### src/rtl/lcd_pixel_serializer.sv
// Game Boy pixel serializer: takes tile-row bitplane pairs over a valid/ready
// handshake, shifts out one palette-shaded pixel per clock during the active
// part of each line, and generates the line/pixel counters, write strobe and
// hsync/vsync framing used by the downstream LCD double-buffer converter.
module lcd_pixel_serializer #(
    parameter int LINE_WIDTH    = 160,
    parameter int FRAME_LINES   = 144,
    parameter int HBLANK_CYCLES = 296,
    parameter int VBLANK_LINES  = 10,
    parameter int LINE_PERIOD   = 456
) (
    input  logic       gb_clock,
    input  logic       gb_clock_rst_b,
    input  logic       lcd_enable,
    input  logic [7:0] tile_lo,
    input  logic [7:0] tile_hi,
    input  logic       tile_valid,
    output logic       tile_ready,
    input  logic [7:0] bgp,
    output logic [1:0] pixel_data,
    output logic [7:0] gb_pixel_count,
    output logic [7:0] gb_line_count,
    output logic       gb_we,
    output logic       gb_hsync,
    output logic       gb_vsync,
    output logic       underflow
);

    localparam int VBLANK_CYCLES = VBLANK_LINES * LINE_PERIOD;
    localparam int PHASE_W       = $clog2(LINE_PERIOD);

    localparam logic [12:0]        BLANK_MAX   = 13'h1FFF;
    localparam logic [12:0]        HBLANK_LAST = 13'(HBLANK_CYCLES - 1);
    localparam logic [12:0]        VBLANK_LAST = 13'(VBLANK_CYCLES - 1);
    localparam logic [PHASE_W-1:0] PHASE_LAST  = PHASE_W'(LINE_PERIOD - 1);
    localparam logic [7:0]         X_LAST      = 8'(LINE_WIDTH - 1);
    localparam logic [7:0]         Y_LAST      = 8'(FRAME_LINES - 1);
    localparam logic [7:0]         Y_VBLANK    = 8'(FRAME_LINES);

    typedef enum logic [1:0] {
        IDLE   = 2'd0,
        ACTIVE = 2'd1,
        HBLANK = 2'd2,
        VBLANK = 2'd3
    } state_t;

    state_t              state_reg, state_next;
    logic [7:0]          hold_lo_reg, hold_lo_next;
    logic [7:0]          hold_hi_reg, hold_hi_next;
    logic                hold_full_reg, hold_full_next;
    logic [7:0]          shift_lo_reg, shift_lo_next;
    logic [7:0]          shift_hi_reg, shift_hi_next;
    logic [3:0]          pix_left_reg, pix_left_next;
    logic [7:0]          x_reg, x_next;
    logic [7:0]          y_reg, y_next;
    logic [12:0]         blank_cnt_reg, blank_cnt_next;
    logic [PHASE_W-1:0]  phase_reg, phase_next;
    logic [1:0]          pixel_reg, pixel_next;
    logic [7:0]          pixel_count_reg, pixel_count_next;
    logic                we_reg, we_next;
    logic                hsync_reg, hsync_next;
    logic                vsync_reg, vsync_next;
    logic                underflow_reg, underflow_next;

    logic                accept;
    logic                load;
    logic [1:0]          pix_idx;
    logic [1:0]          shade;
    logic [12:0]         blank_inc;

    // Ready is held low while in reset so nothing is offered as accepted.
    assign tile_ready = gb_clock_rst_b & lcd_enable & ~hold_full_reg;
    assign accept     = tile_valid & tile_ready;

    // Leftmost pixel of the shift register and its palette shade.
    assign pix_idx = {shift_hi_reg[7], shift_lo_reg[7]};
    assign shade   = bgp[{pix_idx, 1'b0} +: 2];

    // Blank counter saturates instead of wrapping.
    assign blank_inc = (blank_cnt_reg == BLANK_MAX) ? blank_cnt_reg : blank_cnt_reg + 13'd1;

    assign pixel_data     = pixel_reg;
    assign gb_pixel_count = pixel_count_reg;
    assign gb_line_count  = y_reg;
    assign gb_we          = we_reg;
    assign gb_hsync       = hsync_reg;
    assign gb_vsync       = vsync_reg;
    assign underflow      = underflow_reg;

    // Next-state, datapath and output decode; lcd_enable low overrides everything.
    always_comb begin
        state_next       = state_reg;
        hold_lo_next     = hold_lo_reg;
        hold_hi_next     = hold_hi_reg;
        hold_full_next   = hold_full_reg;
        shift_lo_next    = shift_lo_reg;
        shift_hi_next    = shift_hi_reg;
        pix_left_next    = pix_left_reg;
        x_next           = x_reg;
        y_next           = y_reg;
        blank_cnt_next   = blank_cnt_reg;
        phase_next       = phase_reg;
        pixel_next       = pixel_reg;
        pixel_count_next = pixel_count_reg;
        we_next          = 1'b0;
        hsync_next       = hsync_reg;
        vsync_next       = vsync_reg;
        underflow_next   = underflow_reg;
        load             = 1'b0;

        case (state_reg)
            IDLE: begin
                // Loading on the start edge keeps first-pixel latency at two edges.
                if (hold_full_reg) begin
                    state_next = ACTIVE;
                    x_next     = 8'd0;
                    y_next     = 8'd0;
                    load       = 1'b1;
                end
            end
            ACTIVE: begin
                if (pix_left_reg != 4'd0) begin
                    pixel_next       = shade;
                    we_next          = 1'b1;
                    pixel_count_next = x_reg;
                    shift_lo_next    = {shift_lo_reg[6:0], 1'b0};
                    shift_hi_next    = {shift_hi_reg[6:0], 1'b0};
                    pix_left_next    = pix_left_reg - 4'd1;
                    // Refill on the last pixel so back-to-back tiles have no bubble.
                    if (pix_left_reg == 4'd1 && hold_full_reg) begin
                        load = 1'b1;
                    end
                    if (x_reg == X_LAST) begin
                        state_next     = HBLANK;
                        x_next         = 8'd0;
                        blank_cnt_next = 13'd0;
                        hsync_next     = 1'b1;
                    end else begin
                        x_next = x_reg + 8'd1;
                    end
                end else if (hold_full_reg) begin
                    load = 1'b1;
                end else begin
                    underflow_next = 1'b1;
                end
            end
            HBLANK: begin
                if (blank_cnt_reg == HBLANK_LAST) begin
                    hsync_next = 1'b0;
                    if (y_reg == Y_LAST) begin
                        state_next     = VBLANK;
                        vsync_next     = 1'b1;
                        y_next         = Y_VBLANK;
                        blank_cnt_next = 13'd0;
                        phase_next     = '0;
                    end else begin
                        state_next = ACTIVE;
                        y_next     = y_reg + 8'd1;
                    end
                end else begin
                    blank_cnt_next = blank_inc;
                end
            end
            VBLANK: begin
                if (blank_cnt_reg == VBLANK_LAST) begin
                    vsync_next = 1'b0;
                    y_next     = 8'd0;
                    state_next = ACTIVE;
                end else begin
                    blank_cnt_next = blank_inc;
                    if (phase_reg == PHASE_LAST) begin
                        phase_next = '0;
                        y_next     = y_reg + 8'd1;
                    end else begin
                        phase_next = phase_reg + 1'b1;
                    end
                end
            end
            default: state_next = IDLE;
        endcase

        if (load) begin
            shift_lo_next  = hold_lo_reg;
            shift_hi_next  = hold_hi_reg;
            pix_left_next  = 4'd8;
            hold_full_next = 1'b0;
        end

        // A same-edge accept refills the hold register behind a load.
        if (accept) begin
            hold_lo_next   = tile_lo;
            hold_hi_next   = tile_hi;
            hold_full_next = 1'b1;
        end

        if (!lcd_enable) begin
            state_next       = IDLE;
            hold_lo_next     = 8'd0;
            hold_hi_next     = 8'd0;
            hold_full_next   = 1'b0;
            shift_lo_next    = 8'd0;
            shift_hi_next    = 8'd0;
            pix_left_next    = 4'd0;
            x_next           = 8'd0;
            y_next           = 8'd0;
            blank_cnt_next   = 13'd0;
            phase_next       = '0;
            pixel_next       = 2'd0;
            pixel_count_next = 8'd0;
            we_next          = 1'b0;
            hsync_next       = 1'b0;
            vsync_next       = 1'b0;
            underflow_next   = 1'b0;
        end
    end

    // State and datapath registers with asynchronous clear.
    always_ff @(posedge gb_clock or negedge gb_clock_rst_b) begin
        if (!gb_clock_rst_b) begin
            state_reg       <= IDLE;
            hold_lo_reg     <= 8'd0;
            hold_hi_reg     <= 8'd0;
            hold_full_reg   <= 1'b0;
            shift_lo_reg    <= 8'd0;
            shift_hi_reg    <= 8'd0;
            pix_left_reg    <= 4'd0;
            x_reg           <= 8'd0;
            y_reg           <= 8'd0;
            blank_cnt_reg   <= 13'd0;
            phase_reg       <= '0;
            pixel_reg       <= 2'd0;
            pixel_count_reg <= 8'd0;
            we_reg          <= 1'b0;
            hsync_reg       <= 1'b0;
            vsync_reg       <= 1'b0;
            underflow_reg   <= 1'b0;
        end else begin
            state_reg       <= state_next;
            hold_lo_reg     <= hold_lo_next;
            hold_hi_reg     <= hold_hi_next;
            hold_full_reg   <= hold_full_next;
            shift_lo_reg    <= shift_lo_next;
            shift_hi_reg    <= shift_hi_next;
            pix_left_reg    <= pix_left_next;
            x_reg           <= x_next;
            y_reg           <= y_next;
            blank_cnt_reg   <= blank_cnt_next;
            phase_reg       <= phase_next;
            pixel_reg       <= pixel_next;
            pixel_count_reg <= pixel_count_next;
            we_reg          <= we_next;
            hsync_reg       <= hsync_next;
            vsync_reg       <= vsync_next;
            underflow_reg   <= underflow_next;
        end
    end

endmodule

### config.mk
export PLATFORM = sky130hd
export DESIGN_NAME = lcd_pixel_serializer
export DESIGN_NICKNAME = d
export VERILOG_FILES = /design/src/rtl/lcd_pixel_serializer.sv
export SDC_FILE = /design/constraint.sdc
export NUM_CORES = 1
export LEC_CHECK = 0
export CORE_ASPECT_RATIO = 0.9
export CORE_UTILIZATION = 51
export DETAILED_ROUTE_END_ITERATION = 12
export MAX_ROUTING_LAYER = met4
export PLACE_DENSITY = 0.77
export SLEW_MARGIN = 10
export SYNTH_ARGS = -nofsm -noshare
export SYNTH_HDL_FRONTEND = slang
export SYNTH_SLANG_ARGS = --single-unit
### constraint.sdc
create_clock -name gb_clock -period 2.1 [get_ports gb_clock]
set_input_delay 0.42 -clock gb_clock [delete_from_list [all_inputs] [get_ports gb_clock]]
set_output_delay 0.42 -clock gb_clock [all_outputs]
set_load 0.02 [all_outputs]
After elaboration in Yosys (flattened, before gate mapping) --
Index checks and enable logic that the tools add are counted.
Word-level totals: flip-flop bits (word level) 91, bits of input ports 28, output and inout bits 23, word-level logic and storage cells 151
Operators by class: add/subtract/negate cells 5, equality and inequality tests 32, shift operators 1, mux-type cells 79, bitwise logic cells 4, reductions and logical operators 13
Operator list (count):
- $mux W8 | 24
- $mux W13 | 7
- $mux W9 | 5
- $pmux W13 S3 | 1
- $eq A13 B13 Y1 const B | 2
- $pmux W8 S3 | 1
- $mux W1 | 21
- $ne A3 B3 Y1 const B | 7
- $mux W2 | 10
- $ne A3 B1 Y1 const B | 6
- $pmux W9 S2 | 1
- $add A8 B1 Y8 const B | 2
- $eq A8 B8 Y1 const B | 2
- $mux W4 | 4
- $pmux W8 S2 | 1
- $reduce_and A4 Y1 | 4
- $add A13 B1 Y13 const B | 1
- $eq A13 B9 Y1 const B | 1
- $reduce_and A5 Y1 | 2
- $add A9 B1 Y9 const B | 1
- $eq A9 B9 Y1 const B | 1
- $ne A4 B1 Y1 const B | 2
- $ne A4 B4 Y1 const B | 2
- $pmux W2 S4 | 1
- other kinds (15) | 25

Depth between registers and ports, before layout --
depth after elaboration 8, depth in mapped cells 10, depth with buffers taken out 8

Least setup slack after synthesis --
Ideal clock, no wire load.
kind register to register, from reg pix_left_reg[0], to reg blank_cnt_reg[0], setup time 125 ps, data arrival time 2069 ps, required time 1975 ps, setup slack -94 ps, stages on the path, launching flop included 11, path buffers 2, clock period less this slack 2194 ps, path through dfrtp_1 -> inv_1 -> ha_1 -> or3b_1 -> buf_2 -> and2_4 -> buf_6 -> a21o_2 -> o221ai_4 -> nor3_1 -> mux2_2
Between the ends: longest elaborated chain between the ends 3
RTL lines:
- start: declaration | RTL line 53 | logic [3:0] pix_left_reg, pix_left_next;
- start signal: assignment | RTL line 244 | pix_left_reg <= pix_left_next;
- $reduce_bool A4 Y1 | RTL line 122 | if (pix_left_reg != 4'd0) begin
- $ne A3 B3 Y1 (no line)
- $reduce_and A5 Y1 (no line)
- end signal: assignment | RTL line 247 | blank_cnt_reg <= blank_cnt_next;
- end: declaration | RTL line 56 | logic [12:0] blank_cnt_reg, blank_cnt_next;
Every way passes these cells. A chain may end at the register's enable or synchronous reset.

Worst setup path after layout --
Same ends and word-level chain as after synthesis.

==> flow_summary.yaml <==
run_status:
  outcome: "completed"
synth:
  synthFlopType: "dfrtp_1"
  synth_area_um2: 4810
  yosysWarnings: 0
  synth_edf_count: 0
  ys_types: 63
  syn_inst: 515
  syn_area_per_cell_um2: 9.33
  yosysSeqAreaShare_pct: 47.4
  ys_seq_elements: 91
  async_reset_ff_share_pct: 100
  syn-num-nets: 554
clock_tree:
  cts_tree: "yes"
  holdBufCountCts: 0
  clock_latency_ns: 0.36
  htree_num_levels: 3
  max-clock-path-buffers: 2
  cts_inserted_buffers: 9
  clk_transition_reported_paths_ns: 0.10
  clock_sink_count: 91
  cts-root-buf: "clkbuf_8"
floorplanning:
  rows: 33
  fp.coreArea_um2: 9130
  ios: 51
  die_h_um: 94.1
  initial_utilization_pct: 52.7
  die_w_um: 104
  fp.dieArea_um2: 9820
grt:
  grt_max_degree: 48
  gr-total-overflow: 0
  antenna_found_initial: 0
  grt_usage_pct: 24.3
  grt_pass1_wl_um: 18700
  grt_pass1_vias: 4029
power:
  p_sw_share_pct: 32.5
  p_sw_mw: 1.32
  p_seq_share_pct: 46.7
  total_power_mw: 4.06
  peakVddDrop_uv: 413
  power.leakage_nw: 2.69
  pwr-share-comb_pct: 25.1
  pwr-share-clk_pct: 28.2
  internal_power_mw: 2.74
  powerDensity_nw_per_um2: 662
timing:
  finalSetupViolCount: 0
  setup_slack_ns: 0.0649
  setup-tns-final_ns: 0
  hold_violations: 0
  fmax_mhz: 491
  timing.final.crit_share_pct: 96.9
  final.min_clock_period_ns: 2.04
  worstMarginPinSlew_ns: 0.595
  rsz0062_at_grt: "true"
  maxSlewViolCount: 0
  maxSlewHeadroom_pct: 60.3
  fin_skew_ns: 0.00973
finish:
  layout_common_cells: "nand2_1, dfrtp_1, buf_4"
  fillCellCount: 725
  final_util_pct: 67.2
  largest_reg_flops: 13
  fin_nets: 655
  final_common_cell: "nand2_1"
  drive_gt1_share_pct: 18.2
  instances_no_fill: 743
  diodes: 0
  syn2layout_area_growth_pct: 27.6
critical_path:
  cp_max_fo: 6
  required_ns: 2.36
  worstSetupStartpointType: "flip-flop"
  cp-end-kind: "flip-flop"
  crit_type: "flip-flop to flip-flop"
  crit_arrival_ns: 2.29
placed_design:
  gp_congestion: 0.864
  dp_cells: 724
  io_buffers: 50
  place_ws_ns: -0.141
  hpwl_um: 8040
worst_hold_path:
  min_path_type: "input pin to asynchronous set/reset pin"
flow_run:
  timing.max_cap.violations: 0
drt:
  drt-pass1-iter-count: 4
  initialDrtViolationCount: 220
  antenna_left: 0
  post_drt_wl_per_cell_um: 15.1
  wirelength_um: 11200
  drc_errors: 0
  routed_via_density: 5.69
  num_vias: 4228
[worst max-delay path, cell delays in order, from the launching register on]
cell and delay (ns):
dfrtp_1 0.43, inv_1 0.08, ha_2 0.20, or3b_1 0.38, and2_4 0.16, a21o_4 0.21, o221ai_4 0.10, nor3_2 0.09
mux2_4 0.27
[final cells by class]
cell class,instances,area [um2],share of cell area [%]
Timing Repair Buffer,110,963,15.7
Tap cell,122,153,2.49
Sequential cell,91,2280,37.1
Inverter,14,52.6,0.857
Clock inverter,7,68.8,1.12
Multi-Input combinational cell,390,2490,40.7
Clock buffer,9,124,2.02
[final timing paths]
path / from / to / slack [ns] / cells past startpoint
worst max register to register: pix_left_reg[0] / blank_cnt_reg[0] / 0.06 / 8
worst max-delay path: pix_left_reg[0] / blank_cnt_reg[0] / 0.06 / 8
max in group asynchronous: gb_clock_rst_b / state_reg[1] / 0.91 / 3
min in group gb_clock: phase_reg[8] / phase_reg[8] / 0.48 / 1
worst min-delay path: gb_clock_rst_b / phase_reg[3] / 0.15 / 2
worst min register to register: phase_reg[8] / phase_reg[8] / 0.48 / 1
[power by group through the flow]
stage               clock, mW  sequential (mW)  combinational, mW
global placement            0             1.92              0.943
floorplan                   0             1.93              0.560
finish                   1.14             1.89               1.02
CTS                      1.19             1.89              0.984
detailed placement          0             1.92              0.972
global route             1.25             1.91               1.12
[cell families after synthesis]
family                     synth area share (%)
buffers and inverters                      3.10
adders and majority gates                  2.86
AOI/OAI and AO/OA                          18.9
and+or+nand+nor                            21.4
muxes                                      4.76
DFF                                        47.4
xor gates and xnor gates                   1.64
[per-layer routing]
layer,global-route usage (%),share of wire [%],vias up
met2,41.0,50,123
met1,30.3,44,2053
met3,3.88,5.0,12
met5,-,0,-
met4,7.86,1.4,0
li1,-,-,2040
[repair_timing]
item / 4_1_cts / 5_1_grt
pin swaps: 0 / 4
cloned: 0 / 1
endpoints found under the setup margin: 14 / 37
resized for setup: 6 / 20
setup buffers: 1 / 1
[synth_stat cells (all sizes together), types with 3 or more instances]
cell | count | area, um2
inv | 13 | 48.8
a31oi | 5 | 37.5
o21ai | 45 | 225
a21o | 6 | 46.3
nor2 | 30 | 113
o2bb2ai | 3 | 26.3
and3 | 9 | 56.3
dfrtp | 91 | 2280
mux2 | 3 | 33.8
a22oi | 3 | 22.5
clkbuf | 14 | 52.6
o41ai | 4 | 42.6
nand4b | 3 | 32.5
nand2b | 5 | 31.3
nand4 | 6 | 37.5
and2 | 4 | 27.5
o21a | 3 | 22.5
o31ai | 8 | 60.1
nor4 | 3 | 18.8
a21oi | 35 | 186
nor2b | 3 | 18.8
nand3 | 28 | 140
xnor2 | 3 | 26.3
buf | 7 | 43.8
nand2 | 106 | 398
nor3 | 6 | 30.0
xor2 | 6 | 52.6
and4b | 3 | 30.0
a22o | 6 | 52.6
ha | 11 | 138
mux2i | 15 | 150
[per-stage QoR]
step	hold WS [ns]	area, um2
2_1_floorplan	0.124	4830
3_3_place_gp	0.457	5830
3_5_place_dp	0.465	5830
4_1_cts	0.176	6050
5_1_grt	0.197	6130
6_report	0.151	6130
(Power assumes the default switching activity.)
